<file path="config.mk">
export PLATFORM = sky130hd
export DESIGN_NAME = key_scan
export DESIGN_NICKNAME = d
export VERILOG_FILES = /design/src/rtl/key_scan_pkg.sv /design/src/rtl/tick_1ms.sv /design/src/rtl/key_scan.sv
export SDC_FILE = /design/constraint.sdc
export NUM_CORES = 1
export LEC_CHECK = 0
export CAP_MARGIN = 0
export CORE_MARGIN = 5
export CORE_UTILIZATION = 45
export DETAILED_ROUTE_END_ITERATION = 10
export PLACE_DENSITY_LB_ADDON = 0.12
export SYNTH_ARGS = -nofsm -noshare
export SYNTH_HDL_FRONTEND = slang
export SYNTH_HIERARCHICAL = 1
export SYNTH_SLANG_ARGS = --single-unit
</file>
<file path="constraint.sdc">
create_clock -name clk -period 8.4 [get_ports clk]
set_input_delay 0.84 -clock clk [delete_from_list [all_inputs] [get_ports clk]]
set_output_delay 0.84 -clock clk [all_outputs]
set_load 0.02 [all_outputs]
</file>
<file path="src/rtl/key_scan_pkg.sv">
// Shared definitions for the 4x4 keypad scanner: FSM states, column
// classification and default timing constants for a 50 MHz clock.
package key_scan_pkg;

  typedef enum logic [1:0] {
    SCAN      = 2'd0,
    PRESS_DEB = 2'd1,
    HOLD      = 2'd2,
    REL_DEB   = 2'd3
  } scan_state_e;

  typedef enum logic [1:0] {
    COL_IDLE   = 2'd0,
    COL_SINGLE = 2'd1,
    COL_MULTI  = 2'd2
  } col_class_e;

  localparam logic [16:0] MS_MAX_DEF = 17'd49999;
  localparam logic [7:0]  DEB_MS_DEF = 8'd20;

  function automatic col_class_e classify_cols(input logic [3:0] cols);
    logic [2:0] lows;
    lows = 3'd0;
    for (int i = 0; i < 4; i++) lows = lows + {2'b00, ~cols[i]};
    if (lows == 3'd0)      return COL_IDLE;
    else if (lows == 3'd1) return COL_SINGLE;
    else                   return COL_MULTI;
  endfunction

  // Index of the lowest-numbered low column; only meaningful for a single press.
  function automatic logic [1:0] low_col(input logic [3:0] cols);
    logic [1:0] idx;
    idx = 2'd0;
    for (int i = 3; i >= 0; i--) if (!cols[i]) idx = 2'(i);
    return idx;
  endfunction

endpackage

</file>
<file path="src/rtl/tick_1ms.sv">
// Free-running 1 ms timebase: a registered one-clock tick every MS_MAX+1 clocks.
module tick_1ms
  import key_scan_pkg::*;
#(
  parameter logic [16:0] MS_MAX = MS_MAX_DEF
) (
  input  logic clk,
  input  logic rst_n,
  output logic tick
);

  logic [16:0] cnt_1ms;

  always_ff @(posedge clk or negedge rst_n) begin
    if (!rst_n) begin
      cnt_1ms <= 17'd0;
      tick    <= 1'b0;
    end else begin
      tick <= (cnt_1ms == MS_MAX);
      if (cnt_1ms == MS_MAX) cnt_1ms <= 17'd0;
      else                   cnt_1ms <= cnt_1ms + 17'd1;
    end
  end

endmodule

</file>
<file path="src/rtl/key_scan.sv">
// 4x4 matrix keypad scanner: walks the rows on a 1 ms tick, debounces press and
// release, and reports each accepted key once with a one-clock strobe.
module key_scan
  import key_scan_pkg::*;
#(
  parameter logic [16:0] MS_MAX = MS_MAX_DEF,
  parameter logic [7:0]  DEB_MS = DEB_MS_DEF
) (
  input  logic       clk,
  input  logic       rst_n,
  input  logic [3:0] col_n,
  output logic [3:0] row_n,
  output logic [3:0] key_code,
  output logic       key_vld,
  output logic       key_down
);

  logic        tick;
  logic [3:0]  col_meta;
  logic [3:0]  col_s;
  logic [3:0]  col_pat;
  logic [1:0]  row_idx;
  logic [1:0]  col_idx;
  logic [7:0]  deb_cnt;
  scan_state_e state;
  col_class_e  col_cls;

  tick_1ms #(.MS_MAX(MS_MAX)) u_tick (
    .clk  (clk),
    .rst_n(rst_n),
    .tick (tick)
  );

  always_ff @(posedge clk or negedge rst_n) begin
    if (!rst_n) begin
      col_meta <= 4'b1111;
      col_s    <= 4'b1111;
    end else begin
      col_meta <= col_n;
      col_s    <= col_meta;
    end
  end

  assign col_cls = classify_cols(col_s);

  // row_idx tracks row_n so the scanned row is already latched when a press is seen.
  always_ff @(posedge clk or negedge rst_n) begin
    if (!rst_n) begin
      state    <= SCAN;
      row_n    <= 4'b1110;
      row_idx  <= 2'd0;
      col_idx  <= 2'd0;
      col_pat  <= 4'b1111;
      deb_cnt  <= 8'd0;
      key_code <= 4'd0;
      key_vld  <= 1'b0;
      key_down <= 1'b0;
    end else begin
      key_vld <= 1'b0;
      if (tick) begin
        case (state)
          SCAN: begin
            if (col_cls == COL_SINGLE) begin
              col_pat <= col_s;
              col_idx <= low_col(col_s);
              deb_cnt <= 8'd0;
              state   <= PRESS_DEB;
            end else begin
              row_n   <= {row_n[2:0], row_n[3]};
              row_idx <= row_idx + 2'd1;
            end
          end
          PRESS_DEB: begin
            if (col_s == col_pat) begin
              if (deb_cnt + 8'd1 == DEB_MS) begin
                key_vld  <= 1'b1;
                key_code <= {row_idx, col_idx};
                key_down <= 1'b1;
                deb_cnt  <= 8'd0;
                state    <= HOLD;
              end else begin
                deb_cnt <= deb_cnt + 8'd1;
              end
            end else begin
              deb_cnt <= 8'd0;
              state   <= SCAN;
            end
          end
          HOLD: begin
            if (col_cls == COL_IDLE) begin
              deb_cnt <= 8'd0;
              state   <= REL_DEB;
            end
          end
          REL_DEB: begin
            if (col_cls == COL_IDLE) begin
              if (deb_cnt + 8'd1 == DEB_MS) begin
                key_down <= 1'b0;
                deb_cnt  <= 8'd0;
                row_n    <= {row_n[2:0], row_n[3]};
                row_idx  <= row_idx + 2'd1;
                state    <= SCAN;
              end else begin
                deb_cnt <= deb_cnt + 8'd1;
              end
            end else begin
              state <= HOLD;
            end
          end
          default: begin
            state    <= SCAN;
            row_n    <= 4'b1110;
            row_idx  <= 2'd0;
            col_idx  <= 2'd0;
            col_pat  <= 4'b1111;
            deb_cnt  <= 8'd0;
            key_code <= 4'd0;
            key_down <= 1'b0;
          end
        endcase
      end
    end
  end

endmodule

</file>
==> results of run 1 <==
-- synthesized netlist by cell type, types with 3 or more instances --
| master | instances | share of area, % |
|---|---|---|
| dfrtp_1 | 39 | 39 |
| a21oi_1 | 4 | 0.79 |
| and3_1 | 5 | 1.2 |
| nor3_1 | 3 | 0.59 |
| nand3_1 | 12 | 2.4 |
| ha_1 | 4 | 2.0 |
| o21ai_0 | 6 | 1.2 |
| mux2_2 | 11 | 4.9 |
| xnor2_1 | 13 | 4.5 |
| nand4_1 | 8 | 2.0 |
| nor2_1 | 16 | 2.4 |
| xor2_1 | 7 | 2.4 |
| dfstp_2 | 15 | 16 |
| nand2_1 | 20 | 3.0 |
| inv_1 | 9 | 1.3 |
| buf_2 | 3 | 0.59 |
| a31oi_1 | 5 | 1.2 |
-- worst max path at each step --
stage	start	to	slack (ps)	cells past startpoint
floorplan	col_s[0]	row_n[0]	5730	8
global placement	col_s[0]	row_n[0]	5620	8
detailed placement	col_s[1]	row_n[0]	5600	8
CTS	col_s[0]	row_n[0]	5570	8
global route	col_s[1]	deb_cnt[3]	5370	9
finish	col_s[0]	row_n[0]	5580	8
-- cell type report --
class | instances | area share [%]
inverters | 9 | 1.19
flip-flops and latches | 54 | 48.1
clock inverters | 2 | 0.615
clock buffers | 6 | 3.30
repair buffers | 16 | 5.36
well taps | 72 | 3.16
multi-input cells | 146 | 38.3
-- metal layers --
metal | wire length (µm) | part of all wire (%)
met5 | 0 | 0
met4 | 74 | 1.8
met3 | 144 | 3.6
met2 | 1840 | 46
met1 | 1950 | 49
-- critical path: cells and delay by family, from the launching register on --
kind	cells	cell delay (ps)
AND/OR/NAND/NOR	2	560
flip-flops	1	410
buffers and inverters	1	40
multiplexers	1	360
AO/OA/AOI/OAI	1	290
adder cells (fa/ha/maj)	3	1040
-- metrics by stage --
stage	std cells	utilization, %	total power (W)	hold slack (ps)	worst slack (ps)
final	305	52.0	0.000452	362	5580
after global placement	297	50.0	0.000290	346	5620
after detailed placement	297	50.0	0.000290	347	5600
after global routing	305	52.0	0.000474	368	5370
after floorplan	214	-	0.000280	345	5730
after CTS	305	52.0	0.000462	363	5570
-- layout by cell type, fill, tap and decap left out, types with 4 or more instances in the layout --
cell,count
dfrtp_1,39
nand2_1,20
nor2_1,16
dfstp_2,15
clkdlybuf4s50_1,14
xnor2_1,13
nand3_1,12
mux2_2,11
inv_1,9
nand4_1,8
xor2_1,7
o21ai_0,6
a31oi_1,5
and3_1,5
clkbuf_8,5
a21oi_1,4
ha_1,4
-- logic make-up (layout without fill, tap and decap cells) --
family,count (synthesis),in the layout,share of synthesized area [%]
flops,54,54,54.2
fa+ha+maj,5,5,2.77
buf+inv,14,33,2.67
mux,13,13,5.69
simple gates,79,79,18.9
compound gates,29,29,8.81
xor+xnor,20,20,6.93
-- power by group --
| group | internal (W) | switching (W) |
|---|---|---|
| registers | 0.000264 | 0.00000163 |
| logic | 0.00000658 | 0.0000129 |
| clock network | 0.0000792 | 0.0000880 |
-- sequential cells by signal, indices dropped and copies added (netlist names) --
register        count
u_tick/cnt_1ms     17
key_down            1
col_idx             2
row_n               4
row_idx             2
col_meta            4
col_pat             4
state               2
col_s               4
u_tick/tick         1
deb_cnt             8
key_vld             1
key_code            4
==> results.toml, run 1 <==
[status]
status = "complete, no violations"

[yosys]
synth_seq_cells = 54
yosysWarnings = 6
synth_cell_types = 44
synth-edff-count = 0
ys_seq_area_share_pct = 54.2
synth_area_mm2 = 0.00253
async_flop_share_pct = 100
avgSynthCellArea_um2 = 11.8
synth_top_flop_cell = "dfrtp_1"
syn_nets = 225
syn_inst = 214

[worst_setup_path]
r2r_cells = 8
start_kind = "flip-flop"
end_kind = "flip-flop"
cp_max_fo = 6
cp_slowest_cell = "fa_1"
crit_type = "reg2reg"
cp_common_cell = "ha_1"
r2r_end = "row_n[0]"
slowest_delay_ps = 530
reg2reg_slack_ps = 5580
cp.required_ps = 8600
rr_startpoint = "col_s[0]"
crit_chain = "fa_1 -> inv_1 -> ha_1 -> ha_1 -> nor4b_4 -> nand4_1 -> a21boi_4 -> mux2_2"
cp.arrival_ps = 3020

[grt]
grt-ovfl-total = 0
grt_pass1_vias = 1517
grt_use_total_pct = 12.3
busiest_layer = "met2"
grt_pass1_wl_um = 7160
antenna_found_initial = 0
met3_usage_pct = 3.30
use_met1_pct = 16.2
grt_max_degree = 55
use_met2_pct = 18.9

[cts]
post_cts_buffers = 0
numCtsBuffers = 5
cts_root_buf = "clkbuf_8"
clockBufferDepth = 2
clkTransAtPathRegs_ps = 100
h-tree-depth = 2
cts_sinks = 54
post_cts_resized = 0
cts_tree = "done"
cts_hold_buf = 0
insertion_delay_ps = 310

[placed_design]
gp_congestion = 0.753
postPlaceCellArea_mm2 = 0.00274
place_hpwl_um = 2790
port_buffers = 15

[power]
p_per_area_mw_per_mm2 = 159
power.leakage_nw = 1.20
peakVddDrop_v = 0.000128

[sta]
slew_violations = 0
report.final.hold_viol_count = 0
finalSetupViolCount = 0
tns_ps = 0
layout_min_cycle_time_ps = 2820
rsz0062_at_grt = "false"
post-route-period-util_pct = 33.6
relSlewSlack_pct = 57.2
worst_pin_slew_ps = 642
max_freq_ghz = 0.355
finClkSkew_ps = 5.45

[floorplanning]
die_area_mm2 = 0.00722
fp.coreArea_mm2 = 0.00547
row_count = 27
die_height_um = 84.9
die_w_um = 84.9
ioPinCount = 16
initial_utilization_pct = 46.2

[worst_hold_path]
hold_start = "col_meta[2]"
hp-class = "reg2reg"
hold_path_end = "col_s[2]"
hold_depth = 0

[drt]
detail_route.wirelength_um = 4000
dr.pass1.iters = 4
route.detailed.drc = 0
first_iter_violations = 50
vias = 1590
avgViaCountPerCell = 5.21
detail-route-antenna-nets = 0
wire_per_inst_um = 13.1

[final_layout]
nets = 243
multi_input_area_mm2 = 0.00109
final_layout_size_suffix_gt1_share_pct = 21.0
fill_cells = 502
n_antenna_cell = 0
regArea_mm2 = 0.00137
area_delta_synth_final_pct = 12.7
fin_area_mm2 = 0.00285

[job]
cap_violations = 0
No activity file was read; power rests on OpenSTA's default activity.
==> run 2: changes to the inputs <==
==> constraint.sdc (replaced) <==
create_clock -name clk -period 2.5 [get_ports clk]
set_input_delay 0.25 -clock clk [delete_from_list [all_inputs] [get_ports clk]]
set_output_delay 0.25 -clock clk [all_outputs]
set_load 0.02 [all_outputs]
==> run 2 against run 1 <==
Net effect:
- the run now ends with negative setup slack left
- combinational power rose to 5.1 times the previous value
- clock power rose to 2.8 times the previous value
- sequential power rose to 3.4 times the previous value
- count of clock-buffer cells in the layout did not move
- sequential cell count did not move
- critical path depth did not move
- die area did not move
- register-to-register slack got worse by 5600 ps
- maximum frequency rose by 12%
- design area rose by 5.8%
- setup slack got worse by 5600 ps
- critical endpoint unchanged
- largest power group unchanged
==> results.toml, run 2 (same netlist as run 1, synthesis figures left out) <==
[final_layout]
final_common_cell = "dfrtp_1"
n_antenna_cell = 0
fill_cells = 500
layout_common_cells = "dfrtp_1, nand2_1, nor2_1, dfstp_2, clkdlybuf4s50_1"
largest-register = "u_tick/cnt_1ms"
top_regs = "u_tick/cnt_1ms (17), deb_cnt (8)"
finalNonFillerCells = 318
final_layout_size_suffix_gt1_share_pct = 28.0
nets = 256
largest_register_ffs = 17
area_delta_synth_final_pct = 19.3

[job]
cap_violations = 0

[drt]
vias = 1685
avgViaCountPerCell = 5.30
detail-route-antenna-nets = 0
dr.pass1.iters = 4
route.detailed.drc = 0
first_iter_violations = 33
wire_per_inst_um = 14.1
detail_route.wirelength_um = 4470

[grt]
grt_pass1_wl_um = 7540
grt_pass1_vias = 1631
grt-ovfl-total = 0
grt_max_degree = 29
grt_use_total_pct = 12.8
antenna_found_initial = 0

[floorplanning]
initial_utilization_pct = 46.2
die_area_mm2 = 0.00722
fp.coreArea_mm2 = 0.00547
row_count = 27
die_w_um = 84.9
ioPinCount = 16
die_height_um = 84.9

[cts]
insertion_delay_ps = 300
h-tree-depth = 2
cts_root_buf = "clkbuf_8"
cts_sinks = 54
clkTransAtPathRegs_ps = 90
clockBufferDepth = 2
numCtsBuffers = 5
cts_tree = "done"

[worst_setup_path]
cp.required_ps = 2690
r2r_end = "row_n[0]"
startpoint = "col_s[0]"
end_kind = "flip-flop"
cp_common_cell = "ha_4"
cp_max_fo = 6
start_kind = "flip-flop"
crit_type = "reg2reg"
r2r_cells = 8
rr_startpoint = "col_s[0]"
reg2reg_slack_ps = -20
cp_slowest_cell = "fa_1"
worstSetupEndpoint = "row_n[0]"
crit_chain = "fa_1 -> inv_2 -> ha_4 -> ha_4 -> nor2_4 -> a211o_1 -> a21boi_4 -> mux2_4"
cp.arrival_ps = 2710
slowest_delay_ps = 540

[placed_design]
place_hpwl_um = 3050
placedCellCount = 304
pre_cts_ws_ps = -36.2
port_buffers = 15
gp_congestion = 0.748

[sta]
post-route-period-util_pct = 101
finalSetupViolCount = 4
worst_pin_slew_ps = 610
tns_ps = -81.0
rsz0062_at_grt = "true"
finClkSkew_ps = 7.86
max_freq_ghz = 0.396
slew_violations = 0
relSlewSlack_pct = 59.3
layout_min_cycle_time_ps = 2520
setup_slack_ps = -23.6
report.final.hold_viol_count = 0

[worst_hold_path]
hold_start = "col_n[2]"
hp-class = "in2reg"

[power]
p_per_area_mw_per_mm2 = 482
peakVddDrop_v = 0.000288
power.leakage_nw = 1.26

[status]
violations = "negative setup slack"
status = "complete, but fails checks"
==> run 2: stage by stage <==
step,hold slack [ps],cell area [µm²],utilization (%),total power (W)
final,353,3010,55.1,0.00145
after global routing,342,3010,55.1,0.00153
after CTS,341,2920,53.3,0.00146
after detailed placement,302,2830,51.6,0.000992
after global placement,292,2830,51.6,0.000992
after floorplan,-45.6,2550,-,0.000949
==> run 2: layout make-up <==
type | instances | area, µm² | share of cell area (%)
Clock buffer | 6 | 72.6 | 2.41
Clock inverter | 2 | 10.0 | 0.332
Inverter | 9 | 33.8 | 1.12
Multi-Input combinational cell | 147 | 1180 | 39.0
Sequential cell | 54 | 1370 | 45.5
Tap cell | 72 | 90.1 | 2.99
Timing Repair Buffer | 28 | 262 | 8.68
==> run 2: how the worst min path moves through the flow <==
stage	slack (ps)	end	cells past startpoint
6_report	350	col_meta[2]	1
5_1_grt	340	col_meta[3]	1
2_1_floorplan	-50	col_idx[0]	0
4_1_cts	340	col_meta[2]	1
3_3_place_gp	290	u_tick/cnt_1ms[4]	1
3_5_place_dp	300	state[0]	1
==> run 2: repair_timing <==
| item | CTS | global route |
|---|---|---|
| pin swaps | 3 | 2 |
| endpoints found under the setup margin | 8 | 13 |
| hold endpoints to repair | 14 | 0 |
| gates resized for setup | 1 | 11 |
| hold buffers | 1 | 0 |
| setup buffers | 0 | 4 |
| cloned | 0 | 1 |
==> run 2: report_power, final <==
part	leakage (nW)	internal [W]	total, W	switching, W
clock network	0.0450	0.000195	0.000466	0.000271
registers	0.687	0.000885	0.000889	0.00000351
logic	0.531	0.0000450	0.0000997	0.0000547
==> run 2: layer usage <==
| layer | wire [µm] | track usage (%) | vias to the layer above |
|---|---|---|---|
| met1 | 2000 | 16.4 | 848 |
| met2 | 2320 | 21.2 | 14 |
| li1 | - | - | 819 |
| met3 | 106 | 3.20 | 4 |
| met5 | 0 | 0 | - |
| met4 | 46 | 3.88 | 0 |
==> run 2: critical path, delay by kind of cell (launching register included) <==
kind / cells / cell delay, ps
buffers and inverters: 1 / 40
multiplexers: 1 / 320
flip-flops: 1 / 390
adder cells (fa/ha/maj): 3 / 990
AO/OA/AOI/OAI: 2 / 630
AND/OR/NAND/NOR: 1 / 50
